<file path="src/rtl/sdp_fifo_pkg.sv">
// Shared constants and helpers for the simple-dual-port FIFO controller.
package sdp_fifo_pkg;

  localparam int OB_DEPTH = 2;

  function automatic int clogb2(input int depth);
    int d;
    int r;
    d = depth;
    r = 0;
    for (int i = 0; i < 32; i++) begin
      if (d > 0) begin
        r = r + 1;
        d = d >> 1;
      end
    end
    return r;
  endfunction

  localparam int OB_CNT_W = clogb2(OB_DEPTH);

endpackage

</file>
<file path="src/rtl/sdp_fifo_obuf.sv">
// Two-entry registered output buffer; head entry drives the read port.
module sdp_fifo_obuf
  import sdp_fifo_pkg::*;
#(
  parameter int W = 32
) (
  input  logic                clk,
  input  logic                rstn,
  input  logic                clr_i,
  input  logic                push_i,
  input  logic [W-1:0]        din_i,
  input  logic                pop_i,
  output logic [OB_CNT_W-1:0] cnt_o,
  output logic [W-1:0]        head_o
);

  localparam logic [OB_CNT_W-1:0] ONE = OB_CNT_W'(1);

  logic [W-1:0]        e0_q, e0_d;
  logic [W-1:0]        e1_q, e1_d;
  logic [OB_CNT_W-1:0] cnt_q, cnt_d;

  always_comb begin
    e0_d  = e0_q;
    e1_d  = e1_q;
    cnt_d = cnt_q;
    case ({push_i, pop_i})
      2'b10: begin
        if (cnt_q == '0) e0_d = din_i;
        else             e1_d = din_i;
        cnt_d = cnt_q + ONE;
      end
      2'b01: begin
        e0_d  = e1_q;
        cnt_d = cnt_q - ONE;
      end
      2'b11: begin
        if (cnt_q == ONE) begin
          e0_d = din_i;
        end else begin
          e0_d = e1_q;
          e1_d = din_i;
        end
      end
      default: ;
    endcase
  end

  always_ff @(posedge clk) begin
    if (!rstn || clr_i) begin
      e0_q  <= '0;
      e1_q  <= '0;
      cnt_q <= '0;
    end else begin
      e0_q  <= e0_d;
      e1_q  <= e1_d;
      cnt_q <= cnt_d;
    end
  end

  assign cnt_o  = cnt_q;
  assign head_o = e0_q;

endmodule

</file>
<file path="src/rtl/sdp_fifo_ctrl.sv">
// FWFT FIFO controller around an external 1-cycle simple-dual-port RAM.
module sdp_fifo_ctrl
  import sdp_fifo_pkg::*;
#(
  parameter  int RAM_WIDTH = 32,
  parameter  int RAM_DEPTH = 2048,
  localparam int ADDR_W    = clogb2(RAM_DEPTH-1),
  localparam int LVL_W     = clogb2(RAM_DEPTH+2)
) (
  input  logic                 clka,
  input  logic                 rstn,
  input  logic                 flush,
  input  logic                 s_valid,
  input  logic [RAM_WIDTH-1:0] s_data,
  output logic                 s_ready,
  output logic                 m_valid,
  output logic [RAM_WIDTH-1:0] m_data,
  input  logic                 m_ready,
  output logic [LVL_W-1:0]     level,
  output logic [ADDR_W-1:0]    ram_addra,
  output logic                 ram_wea,
  output logic [RAM_WIDTH-1:0] ram_dina,
  output logic [ADDR_W-1:0]    ram_addrb,
  output logic                 ram_enb,
  input  logic [RAM_WIDTH-1:0] ram_doutb
);

  localparam int OCC_W = OB_CNT_W + 1;
  localparam logic [ADDR_W-1:0] PTR_MAX = ADDR_W'(RAM_DEPTH-1);
  localparam logic [LVL_W-1:0]  RAM_MAX = LVL_W'(RAM_DEPTH);

  logic [ADDR_W-1:0]   wr_ptr_q, wr_ptr_d;
  logic [ADDR_W-1:0]   rd_ptr_q, rd_ptr_d;
  logic [LVL_W-1:0]    ram_cnt_q, ram_cnt_d;
  logic [LVL_W-1:0]    level_q, level_d;
  logic                inflight_q, inflight_d;
  logic [OB_CNT_W-1:0] ob_cnt;
  logic [OCC_W-1:0]    occ;
  logic                clr, wr, pop, issue;

  function automatic logic [ADDR_W-1:0] ptr_inc(input logic [ADDR_W-1:0] p);
    return (p == PTR_MAX) ? '0 : p + ADDR_W'(1);
  endfunction

  assign clr     = ~rstn | flush;
  assign s_ready = rstn & ~flush & (ram_cnt_q < RAM_MAX);
  assign wr      = s_valid & s_ready;
  assign m_valid = (ob_cnt != '0);
  assign pop     = m_valid & m_ready;
  assign occ     = OCC_W'(ob_cnt) + OCC_W'(inflight_q);
  // Keep buffered plus in-flight words at most OB_DEPTH after this edge
  assign issue   = ~clr & (ram_cnt_q != '0)
                 & (occ < OCC_W'(OB_DEPTH) + OCC_W'(pop));

  assign ram_wea   = wr;
  assign ram_addra = wr_ptr_q;
  assign ram_dina  = s_data;
  assign ram_enb   = issue;
  assign ram_addrb = rd_ptr_q;
  assign level     = level_q;

  always_comb begin
    wr_ptr_d   = wr ? ptr_inc(wr_ptr_q) : wr_ptr_q;
    rd_ptr_d   = issue ? ptr_inc(rd_ptr_q) : rd_ptr_q;
    ram_cnt_d  = ram_cnt_q + LVL_W'(wr) - LVL_W'(issue);
    level_d    = level_q + LVL_W'(wr) - LVL_W'(pop);
    inflight_d = issue;
  end

  always_ff @(posedge clka) begin
    if (clr) begin
      wr_ptr_q   <= '0;
      rd_ptr_q   <= '0;
      ram_cnt_q  <= '0;
      level_q    <= '0;
      inflight_q <= 1'b0;
    end else begin
      wr_ptr_q   <= wr_ptr_d;
      rd_ptr_q   <= rd_ptr_d;
      ram_cnt_q  <= ram_cnt_d;
      level_q    <= level_d;
      inflight_q <= inflight_d;
    end
  end

  sdp_fifo_obuf #(
    .W (RAM_WIDTH)
  ) u_obuf (
    .clk    (clka),
    .rstn   (rstn),
    .clr_i  (flush),
    .push_i (inflight_q),
    .din_i  (ram_doutb),
    .pop_i  (pop),
    .cnt_o  (ob_cnt),
    .head_o (m_data)
  );

endmodule

</file>
<file path="config.mk">
export PLATFORM = sky130hd
export DESIGN_NAME = sdp_fifo_ctrl
export DESIGN_NICKNAME = d
export VERILOG_FILES = /design/src/rtl/sdp_fifo_pkg.sv /design/src/rtl/sdp_fifo_obuf.sv /design/src/rtl/sdp_fifo_ctrl.sv
export SDC_FILE = /design/constraint.sdc
export NUM_CORES = 1
export LEC_CHECK = 0
export ABC_AREA = 1
export CORE_AREA = 2 2 172 90
export CTS_CLUSTER_DIAMETER = 200
export DETAILED_ROUTE_END_ITERATION = 12
export DIE_AREA = 0 0 174 92
export PLACE_DENSITY_LB_ADDON = 0.3
export REMOVE_ABC_BUFFERS = 1
export SYNTH_ARGS = -nofsm -noshare
export SYNTH_HDL_FRONTEND = slang
export SYNTH_SLANG_ARGS = --single-unit
</file>
<file path="constraint.sdc">
create_clock -name clka -period 2.9 [get_ports clka]
set_input_delay 0.29 -clock clka [delete_from_list [all_inputs] [get_ports clka]]
set_output_delay 0.29 -clock clka [all_outputs]
set_load 0.01 [all_outputs]
</file>
# Yosys cells after proc, flatten, opt, wreduce, memory -nomap -nowiden
# Index checks and enable logic that the tools add are counted.
# word_totals
inputBits	69
regBits	113
elab_cells	58
# classes
n_eq_ne	9
magnitude_cmp	2
n_bitwise	10
mux	9
reduce_logical	10
n_addsub	10
# ops
operator	n
2-to-1 mux 32 bit	4
one-hot mux 32 bit (3 select lines)	1
one-hot mux 32 bit (2 select lines)	1
adder 12 x 1 -> 12 bit	2
subtractor 12 x 1 -> 12 bit	2
adder 11 x 1 -> 11 bit (second input constant)	2
equality test 11 bit (second input constant)	2
2-to-1 mux 11 bit	2
< comparator 12 bit (second input constant)	1
nonzero test 12 bit	1
bitwise AND 1 bit	6
nonzero test 2 bit	3
equality test 2 x 1 -> 1 bit (second input constant)	2
equality test 2 bit (second input constant)	2
!= test 2 bit (second input constant)	2
one-hot mux 2 bit (2 select lines)	1
adder 2 x 1 -> 3 bit	1
adder 2 x 1 -> 3 bit (first input constant)	1
< comparator 3 bit	1
NOT 1 bit	3
AND reduction 3 bit	1
nonzero test 3 bit	1
adder 2 x 1 -> 2 bit (second input constant)	1
logical NOT 2 bit	1
other kinds (6)	6

# Depth between registers and ports, before layout
# Gate-level depths: netlist (run 1).
# depth
word_depth	6
ltp_mapped	21
depth_no_buf	21

# By module
# A second synthesis (run 1) with hierarchy kept.
# hier_totals
cells_unflattened	1023
hier_area_um2	6822.8
# by_module_without_submodules
mod	cells_per_inst	n_inst	seq_area_each_um2	area_each_um2
sdp_fifo_ctrl	537	1	940.9	3512.1
sdp_fifo_obuf	486	1	1321.3	3310.7

# Worst setup path after synthesis (run 1)
# Ideal clock, no wire load.
# synth_path
kind	register to register
from	register inflight_q
to	register ram_cnt_q[10]
synth_period_minus_slack_ps	2673
path_buffers	0
arrival_ps	2558
slack_ps	227
stages_incl_launch_ff	19
path_cell_list	dfxtp_1 > ha_1 > ha_1 > nand2_1 > inv_1 > nor2_4 > ha_1 > inv_1 > ha_1 > inv_1 > fa_1 > inv_1 > nand2_1 > nand2_1 > nand3_1 > nand2_1 > nand2_1 > a21oi_1 > nor2_1
# synth_between
elab_chain_len	4
# synth_lines
element	line_no	source
start: declaration	sdp_fifo_ctrl.sv:36	logic inflight_q, inflight_d;
start signal: assignment	sdp_fifo_ctrl.sv:82	inflight_q <= inflight_d;
adder 2 x 1 -> 3 bit	sdp_fifo_ctrl.sv:50	assign occ = OCC_W'(ob_cnt) + OCC_W'(inflight_q);
< comparator 3 bit	sdp_fifo_ctrl.sv:53	& (occ < OCC_W'(OB_DEPTH) + OCC_W'(pop));
bitwise AND 1 bit	sdp_fifo_ctrl.sv:53	
named net ram_enb	sdp_fifo_ctrl.sv:24	output logic ram_enb,
subtractor 12 x 1 -> 12 bit	sdp_fifo_ctrl.sv:65	ram_cnt_d = ram_cnt_q + LVL_W'(wr) - LVL_W'(issue);
end signal: assignment	sdp_fifo_ctrl.sv:80	ram_cnt_q <= ram_cnt_d;
end: declaration	sdp_fifo_ctrl.sv:34	logic [LVL_W-1:0] ram_cnt_q, ram_cnt_d;
# The timed path passes the listed nets, and every way through them passes these cells.
# A chain may end at the register's enable or synchronous reset.

# Final worst setup path (run 1)
# layout_path
from	register u_obuf.cnt_q[1], in the netlist u_obuf.cnt_o[1]
to	register ram_cnt_q[10]
# layout_between
elab_chain_len	6
elab_cells_between_ends	7
cone_classes	add/sub (3); order compare (1); bitwise (2); reduce/logical (1)
# layout_lines
element	line_no	source
start: declaration	sdp_fifo_obuf.sv:21	logic [OB_CNT_W-1:0] cnt_q, cnt_d;
start signal: assignment	sdp_fifo_obuf.sv:57	cnt_q <= cnt_d;
nonzero test 2 bit	sdp_fifo_ctrl.sv:48	assign m_valid = (ob_cnt != '0);
bitwise AND 1 bit	sdp_fifo_ctrl.sv:49	assign pop = m_valid & m_ready;
adder 2 x 1 -> 3 bit	sdp_fifo_ctrl.sv:53	
< comparator 3 bit *	sdp_fifo_ctrl.sv:53	
bitwise AND 1 bit *	sdp_fifo_ctrl.sv:53	
subtractor 12 x 1 -> 12 bit *	sdp_fifo_ctrl.sv:65	
# Mark *: on every way between the ends. The rest lies on a longest branch, timed or not.

==> impl_metrics.yaml, run 1 <==
run_status:
  status: "complete, no violations"
detailed_routing:
  finalWirelength_microns: 17100
  dr.pass1.iters: 5
  post_drt_via_cell_ratio: 4.92
  drc: 0
  drt_iter0_drc: 441
  wl_per_cell_microns: 13.9
  drtAntennaViolNets: 0
  route.vias.total: 6057
synth:
  netlist-cell-type-count: 32
  avgSynthCellArea_sq_um: 6.82
  yosysWarnings: 0
  yosysTopAreaCell: "dfxtp_1"
  synth_area_sq_um: 6410
  synthTopCellsByCount: "158 x inv_1, 154 x nand2_1, 130 x o21ai_0, 113 x dfxtp_1, 105 x nor2_1"
  synth_ff_type: "dfxtp_1"
  ys_top_cells_by_area: "dfxtp_1 35%, o21ai_0 10%, inv_1 9.3%"
  yosysSeqAreaShare_pct: 35.3
  synth-seq-cells: 113
  synthCells: 940
  async_flop_share_pct: 0
  synth_edf_count: 0
  synth_top_area_share_pct: 35.3
  post-synth-top-count-cell: "inv_1"
floorplan:
  fp.dieW_microns: 174
  core_sq_um: 14700
  rows: 32
  die_h_microns: 92
  dieArea_sq_um: 16000
  start_util_pct: 43.5
  io-pin-count: 171
power:
  total_power_mw: 6.84
  p_seq_share_pct: 28.4
  p_leak_nw: 3.68
  switchingPower_mw: 2.79
  p_int_mw: 4.05
  irDropWorstVdd_mv: 0.535
  power.share.clock_pct: 28.6
  pwr_density_cell_nw_per_um2: 851
  switching_share_pct: 40.8
  power_frac_comb_pct: 43.1
cts:
  clkTransAtPathRegs_ps: 60
  cts_buffers: 17
  clock-sinks: 113
  clk_path_buf_depth: 2
  htreeDepth: 4
  cts_tree: "built"
  hold_buffers: 0
  cts_root_buf: "clkbuf_16"
  clock_latency_ps: 420
  cts_resized: 0
  post-cts-setup-buffers: 0
sta:
  slew_headroom_pct: 41.2
  fin_skew_ps: 13.0
  drv_slew: 0
  finalSetupViolCount: 0
  min_period_ps: 2660
  worst_slew_pin_slew_ps: 882
  finalHoldViolCount: 0
  fin_crit_sh_pct: 91.8
  max_freq_mhz: 376
critical_path:
  crit_required_ps: 3250
  cp_cell_sequence: "inv_1, ha_2, inv_2, nand3_1, nand2_2, inv_1, nor2_4, ha_1, inv_1, ha_1, inv_1, fa_1, inv_1, nand2_1, nand2_1, nand3_1, nand2_1, nand2_1, nand3_1, nand2_1, nor2_1"
  cp_max_fo: 3
  endpoint_kind: "register"
  regToRegEndpoint: "ram_cnt_q[10]"
  crit_start: "u_obuf.cnt_o[1]"
  critPathCapture: "ram_cnt_q[10]"
  worstSetupStartpointType: "register"
  arrival_ps: 3010
  r2r_start: "u_obuf.cnt_o[1]"
  r2r_cells: 21
  r2r_slack_ps: 240
  slowest_delay_ps: 350
  path_class: "register to register"
  cp.depth: 21
  slowest_stage: "fa_1"
  cp_num_buf_inv: 6
  cp_top_family: "adder cells"
worst_hold_path:
  hp-class: "input pin to register"
cells_and_area:
  syn2layout_area_growth_pct: 25.3
  instances_no_fill: 1231
  drive_gt1_share_pct: 6.62
  final_util_pct: 54.5
  antenna_cells_inserted: 0
  layout.nets: 1123
grt:
  antenna_found_initial: 0
  grt_overflow: 0
  grtUsageTotal_pct: 22.2
  grt_pass1_vias: 5491
  grt_max_degree: 91
  grt_pass1_wl_microns: 28500
placement:
  portBuffers: 106
  place_congestion: 0.877
  post-dp-hpwl_microns: 12000
  dp.cells: 1199
run:
  cap_violations: 0
-- cells in the final DEF (no fill, tap or decap), drive strengths merged, types with 7 or more instances in the layout --
| cell type | n |
|---|---|
| ha | 38 |
| a21oi | 56 |
| clkbuf | 19 |
| clkinv | 7 |
| o21bai | 23 |
| buf | 13 |
| nor2 | 111 |
| o211ai | 10 |
| o21ai | 130 |
| inv | 164 |
| nand2 | 156 |
| dfxtp | 113 |
| clkdlybuf4s50 | 106 |
| nand3 | 53 |
-- final cells by class --
class / count / area, sq um
fill: 1465 / 6710
multi-input combinational: 602 / 3190
sequential: 113 / 2270
timing repair buffer: 119 / 1160
inverter: 161 / 604
clock buffer: 19 / 453
tap: 204 / 255
clock inverter: 13 / 103
-- worst min-delay path, stage by stage --
cell and delay, ps:
clkdlybuf4s50_1 400, inv_1 70, a21oi_1 50
-- power groups by stage --
stage	Clock, mW	Combinational, mW	Sequential (mW)
global placement	0	2.86	1.96
finish	1.95	2.94	1.94
global route	2.07	3.39	1.97
CTS	1.99	2.92	1.94
detailed placement	0	2.90	1.96
floorplan	0	1.99	1.98
-- sequential cells by signal (all words and copies together), names as in the netlist --
register	cells
ram_addra	11
ram_addrb	11
ram_cnt_q	12
level	12
inflight_q	1
u_obuf.e1_q	32
u_obuf.cnt_o	2
u_obuf.head_o	32
-- cells by family after synthesis --
family                     count (synthesis)  synth area share, %
DFF                                      113                 35.3
and+or+nand+nor                          334                 22.0
buffers and inverters                    225                 15.1
xor gates and xnor gates                   6                0.820
adders and majority gates                 40                 8.05
AOI/OAI and AO/OA                        222                 18.7
-- how the worst min path moves through the flow --
stage | start | to | slack (ps) | depth (start not counted)
after detailed placement | ram_addrb[10] | ram_addrb[10] | 490 | 2
after global routing | ram_doutb[20] | u_obuf.e1_q[20] | 450 | 3
after global placement | u_obuf.head_o[1] | u_obuf.head_o[1] | 490 | 2
after floorplan | ram_doutb[0] | u_obuf.e1_q[0] | 420 | 2
final | ram_doutb[19] | u_obuf.e1_q[19] | 440 | 3
after CTS | ram_doutb[19] | u_obuf.e1_q[19] | 430 | 3
-- metal layers --
metal	track usage [%]	up-vias	wire length, microns
met5	2.56	-	0
met1	35.0	2701	9350
met4	5.95	0	177
met2	27.1	213	6150
met3	7.46	18	1420
li1	-	3125	-
-- metrics by stage --
| stage | hold WS (ps) | worst slack, ps | instance area [sq um] | setup TNS [ps] |
|---|---|---|---|---|
| floorplan | 425 | -37.7 | 6050 | -71.1 |
| global placement | 485 | 87.2 | 7460 | 0 |
| detailed placement | 486 | 62.7 | 7460 | 0 |
| CTS | 433 | 175 | 8020 | 0 |
| global route | 451 | -8.54 | 8030 | -8.54 |
| finish | 443 | 237 | 8030 | 0 |
Power figures use the tool's default switching activity.
==> inputs of run 2 (changes only) <==
Settings changed: CORE_AREA 2 2 172 90 to 2 2 165 86, DIE_AREA 0 0 174 92 to 0 0 167 88.
==> run 2 against run 1 <==
  * Worst hold slack better by 3.9 ps
  * First-iteration DRC count is 16% higher
  * Global-route usage increased by 1.9 points
  * Fmax shrank 1.2%
  * Register-to-register slack lost 30 ps
  * Clock power grew 9%
  * Clock skew shrank 5.0 ps
  * Die area is 8.2% lower
  * Combinational power rose by 4%
  * Utilization is 6.6 points higher
  * Largest power group unchanged
==> impl_metrics.yaml, run 2 (same netlist as run 1, synthesis figures left out) <==
run_status:
  status: "complete, no violations"
power:
  p_seq_share_pct: 27.2
  power_frac_comb_pct: 43.0
  p_int_mw: 4.25
  power.share.clock_pct: 29.7
  p_leak_nw: 3.71
  irDropWorstVdd_mv: 0.522
  switching_share_pct: 40.3
  switchingPower_mw: 2.88
  pwr_density_cell_nw_per_um2: 880
grt:
  grt_util_met2_pct: 32.7
  grt_util_met3_pct: 9.49
  grt_overflow: 0
  grtUsageTotal_pct: 24.1
  grt_max_degree: 91
  grt_pass1_vias: 5522
  use_met1_pct: 35.5
  antenna_found_initial: 0
  grt_pass1_wl_microns: 28400
  top_usage_layer: "met1"
cells_and_area:
  mostFrequentLayoutCell: "inv_1"
  syn2layout_area_growth_pct: 26.4
  seqCellArea_sq_um: 2270
  drive_gt1_share_pct: 8.25
  multi_input_area_sq_um: 3230
  instances_no_fill: 1206
  layout_common_cells: "155 x inv_1, 148 x nand2_1, 130 x o21ai_0"
  layout.nets: 1126
  antenna_cells_inserted: 0
  num-fill-cells: 1239
detailed_routing:
  post_drt_via_cell_ratio: 5.04
  dr.pass1.iters: 6
  route.vias.total: 6083
  drc: 0
  wl_per_cell_microns: 14.2
  finalWirelength_microns: 17200
  drt_iter0_drc: 510
  drtAntennaViolNets: 0
floorplan:
  core_sq_um: 13300
  die_h_microns: 88
  io-pin-count: 171
  dieArea_sq_um: 14700
  rows: 30
  fp.dieW_microns: 167
  start_util_pct: 48.4
critical_path:
  path_class: "register to register"
  r2r_start: "inflight_q"
  slowest_delay_ps: 350
  crit_required_ps: 3240
  cp_max_fo: 5
  cp_cell_sequence: "ha_1, ha_4, nand2_2, inv_2, nor2_4, ha_1, inv_1, ha_2, inv_1, fa_1, inv_1, nand2_1, nand2_2, nand2_1, nor2_1, nor2_1, nand2_1, nand2_1, nor2_1"
  worst_path_most_repeated_cell: "nand2_1"
  crit_start: "inflight_q"
  worstSetupStartpointType: "register"
  cp_top_family: "adder cells"
  slowest_stage: "fa_1"
  cp_num_buf_inv: 4
  arrival_ps: 3030
  endpoint_kind: "register"
cts:
  cts_tree: "built"
  htreeDepth: 4
  clock_latency_ps: 400
  hold_buffers: 0
  clock-sinks: 113
  cts_root_buf: "clkbuf_16"
  cts_buffers: 17
  clk_path_buf_depth: 2
  clkTransAtPathRegs_ps: 60
placement:
  dp.cells: 1172
  place_congestion: 0.846
  post-dp-hpwl_microns: 12100
  portBuffers: 106
sta:
  fin_skew_ps: 7.96
  max_freq_mhz: 371
  worst_slew_pin_slew_ps: 855
  timing.hold.ws_ps: 447
  finalHoldViolCount: 0
  drv_slew: 0
  fin_crit_sh_pct: 92.9
  slew_headroom_pct: 43.0
  min_period_ps: 2700
  finalSetupViolCount: 0
worst_hold_path:
  hp-class: "input pin to register"
  hp-start: "ram_doutb[17]"
run:
  cap_violations: 0
[run 2: path summary, 6_finish.rpt]
kind,end,slack (ps),cells after the start
setup / recovery,ram_cnt_q[8],200,19
hold / removal,u_obuf.e1_q[17],450,3
setup reg to reg,ram_cnt_q[8],200,19
hold reg to reg,u_obuf.e1_q[5],510,2
[run 2: layout make-up]
class / instances / share of cell area (%)
Sequential cell: 113 / 28.0
Multi-Input combinational cell: 602 / 39.8
Tap cell: 176 / 2.72
Clock buffer: 17 / 5.25
Timing Repair Buffer: 122 / 14.6
Clock inverter: 15 / 2.13
Inverter: 161 / 7.46
[run 2: stage by stage]
step | power (mW) | setup slack [ps] | cell area (sq um) | setup TNS [ps] | util, %
global placement | 4.84 | 99.4 | 7430 | 0 | 56.1
CTS | 7.04 | 102 | 8030 | 0 | 60.6
finish | 7.13 | 205 | 8100 | 0 | 61.1
global route | 7.74 | -5.62 | 8100 | -10.4 | 61.1
floorplan | 3.97 | -37.7 | 6050 | -71.1 | -
detailed placement | 4.88 | 54.2 | 7430 | 0 | 56.1
[run 2: repair_timing]
action                                  4_1_cts  5_1_grt
resized for setup                             0       21
setup buffers                                 0        2
endpoints found under the setup margin        0        3
[run 2: power by group through the flow]
| stage | combinational (mW) | sequential (mW) | clock (mW) |
|---|---|---|---|
| 6_report | 3.07 | 1.94 | 2.12 |
| 5_1_grt | 3.54 | 1.97 | 2.24 |
| 4_1_cts | 2.95 | 1.93 | 2.15 |
| 3_5_place_dp | 2.91 | 1.96 | 0 |
| 3_3_place_gp | 2.87 | 1.96 | 0 |
| 2_1_floorplan | 1.99 | 1.98 | 0 |
[run 2: tightest hold or removal path: cells and delay by family]
| kind | cells | cell delay, ps |
|---|---|---|
| buf+inv | 2 | 460 |
| compound gates | 1 | 50 |
[run 2: per-layer routing]
layer  share of wire [%]  up-vias  wire length [microns]
met5                0.28        -                     48
met4                0.52        2                     90
met3                 8.6       10                   1480
met2                  38      214                   6450
met1                  53     2734                   9100
li1                    -     3123                      -
==> inputs of run 3 (changes only) <==
Settings changed: ABC_CLOCK_PERIOD_IN_PS from default to 2400, CORE_AREA 2 2 165 86 to 2 2 172 90, DIE_AREA 0 0 167 88 to 0 0 174 92, REMOVE_ABC_BUFFERS 1 to default.
Clock period 2.9 ns to 2.4 ns, I/O delays scaled along.
==> run 3 against run 2 <==
  * The run now ends with setup timing left
  * Register-to-register slack got worse by 290 ps
  * Sequential power increased by 22%
  * Clock power increased by 30%
  * Utilization decreased by 0.30 points
  * Critical path type unchanged
  * Critical path depth unchanged
  * Final cell count increased by 7.5%
==> impl_metrics.yaml, run 3 (same netlist as run 1, synthesis figures left out) <==
sta:
  max_freq_mhz: 402
  worst_slew_pin_slew_ps: 869
  finalHoldViolCount: 0
  fin_crit_sh_pct: 104
  slew_headroom_pct: 42.1
  rsz0062_at_grt: "true"
  finalSetupViolCount: 3
  fin_skew_ps: 11.3
  min_period_ps: 2490
  drv_slew: 0
  setup_tns_ps: -212
  finalWorstSetupSlack_ps: -89.8
run:
  cap_violations: 0
cells_and_area:
  antenna_cells_inserted: 0
  num-fill-cells: 1321
  final_area_sq_um: 8960
  layout.nets: 1189
  layout_common_cells: "140 x inv_1, 139 x nand2_1, 128 x o21ai_0"
  drive_gt1_share_pct: 18.5
  final_util_pct: 60.8
  syn2layout_area_growth_pct: 39.9
  mostFrequentLayoutCell: "inv_1"
critical_path:
  arrival_ps: 2830
  crit_required_ps: 2740
  worstSetupStartpointType: "register"
  cp_num_buf_inv: 3
  slowest_delay_ps: 360
  critPathCapture: "ram_cnt_q[8]"
  crit_start: "u_obuf.cnt_o[0]"
  r2r_cells: 19
  cp_cell_sequence: "ha_4, ha_4, nor2_4, nand2_2, nor2_4, ha_4, inv_2, ha_4, inv_2, fa_2, inv_2, nand2_2, nand2_2, nand2_2, nor2_2, nor2_2, nand2_1, nand2_1, nor2_1"
  r2r_start: "u_obuf.cnt_o[0]"
  endpoint_kind: "register"
  cp.depth: 19
  regToRegEndpoint: "ram_cnt_q[8]"
  cp_top_family: "adder cells"
  path_class: "register to register"
  slowest_stage: "dfxtp_4"
  cp_max_fo: 3
  r2r_slack_ps: -90
floorplan:
  dieArea_sq_um: 16000
  fp.dieW_microns: 174
  io-pin-count: 171
  core_sq_um: 14700
  die_h_microns: 92
  rows: 32
  start_util_pct: 43.5
grt:
  grt_pass1_wl_microns: 28500
  grtUsageTotal_pct: 22.1
  antenna_found_initial: 0
  grt_pass1_vias: 5732
  grt_overflow: 0
  grt_max_degree: 91
placement:
  post-dp-hpwl_microns: 11700
  portBuffers: 106
  place_congestion: 0.873
  dpl_cell_area_sq_um: 7840
cts:
  cts_tree: "built"
  cts_root_buf: "clkbuf_16"
  clkTransAtPathRegs_ps: 60
  clock_latency_ps: 410
  clk_path_buf_depth: 2
  hold_buffers: 0
  clock-sinks: 113
  htreeDepth: 4
  cts_buffers: 17
power:
  irDropWorstVdd_mv: 0.567
  total_power_mw: 10.1
  p_leak_nw: 4.07
  pwr_density_cell_nw_per_um2: 1120
detailed_routing:
  post_drt_via_cell_ratio: 4.83
  wl_per_cell_microns: 13.5
  drc: 0
  drt_iter0_drc: 413
  finalWirelength_microns: 17500
  dr.pass1.iters: 5
  drtAntennaViolNets: 0
  route.vias.total: 6263
run_status:
  status: "finished, violations left"
  violations: "setup timing"
synth:
  synth.net_count: 1049
worst_hold_path:
  hp-class: "input pin to register"
run 3: changes by cell type in the layout (fill, tap and decap cells not counted), sizes merged, moves of 2 or more:
cell    before  now
inv        169  163
bufinv       2    4
clkbuf      17   20
buf         16   79
run 3: final cells by class:
| type | instances | area (sq um) | share of cell area [%] |
|---|---|---|---|
| Multi-Input combinational cell | 602 | 3480 | 38.9 |
| Sequential cell | 113 | 2280 | 25.5 |
| Timing Repair Buffer | 185 | 1690 | 18.8 |
| Inverter | 161 | 612 | 6.83 |
| Clock buffer | 20 | 467 | 5.21 |
| Tap cell | 204 | 255 | 2.85 |
| Clock inverter | 11 | 176 | 1.97 |
run 3: worst min path at each step:
stage / from / end / slack [ps] / cells past startpoint
after global routing: ram_doutb[14] / u_obuf.e1_q[14] / 400 / 3
after floorplan: ram_doutb[0] / u_obuf.e1_q[0] / 370 / 2
after detailed placement: s_data[0] / ram_dina[0] / 480 / 0
after global placement: s_data[0] / ram_dina[0] / 480 / 0
final: ram_doutb[14] / u_obuf.e1_q[14] / 390 / 3
after CTS: ram_doutb[14] / u_obuf.e1_q[14] / 380 / 3
run 3: what timing repair did:
item	in CTS	in global routing
setup buffers	17	13
resized for setup	38	41
endpoints found under the setup margin	7	19
pin swaps	16	17
run 3: metal layers:
| layer | share of wire, % | up-vias | global-route usage (%) |
|---|---|---|---|
| met5 | 0 | - | 0 |
| met4 | 1.3 | 0 | 5.39 |
| met3 | 7.3 | 18 | 6.30 |
| met2 | 38 | 201 | 29.9 |
| met1 | 53 | 2797 | 33.8 |
| li1 | - | 3247 | - |
run 3: power breakdown:
group | internal [mW] | total [mW] | switching [mW]
logic | 2.17 | 4.93 | 2.76
clock network | 1.83 | 2.76 | 0.933
registers | 2.18 | 2.36 | 0.183
run 3: tightest hold or removal path, stage by stage:
cell and delay (ps):
clkdlybuf4s50_1 390, inv_1 60, a21oi_1 50
run 3: per-stage QoR:
step           worst slack, ps  instances  hold WS (ps)
2_1_floorplan             -120        940           375
3_3_place_gp              -330       1236           480
3_5_place_dp              -386       1236           480
4_1_cts                  -34.0       1284           379
5_1_grt                   -231       1296           399
6_report                 -89.8       1296           394
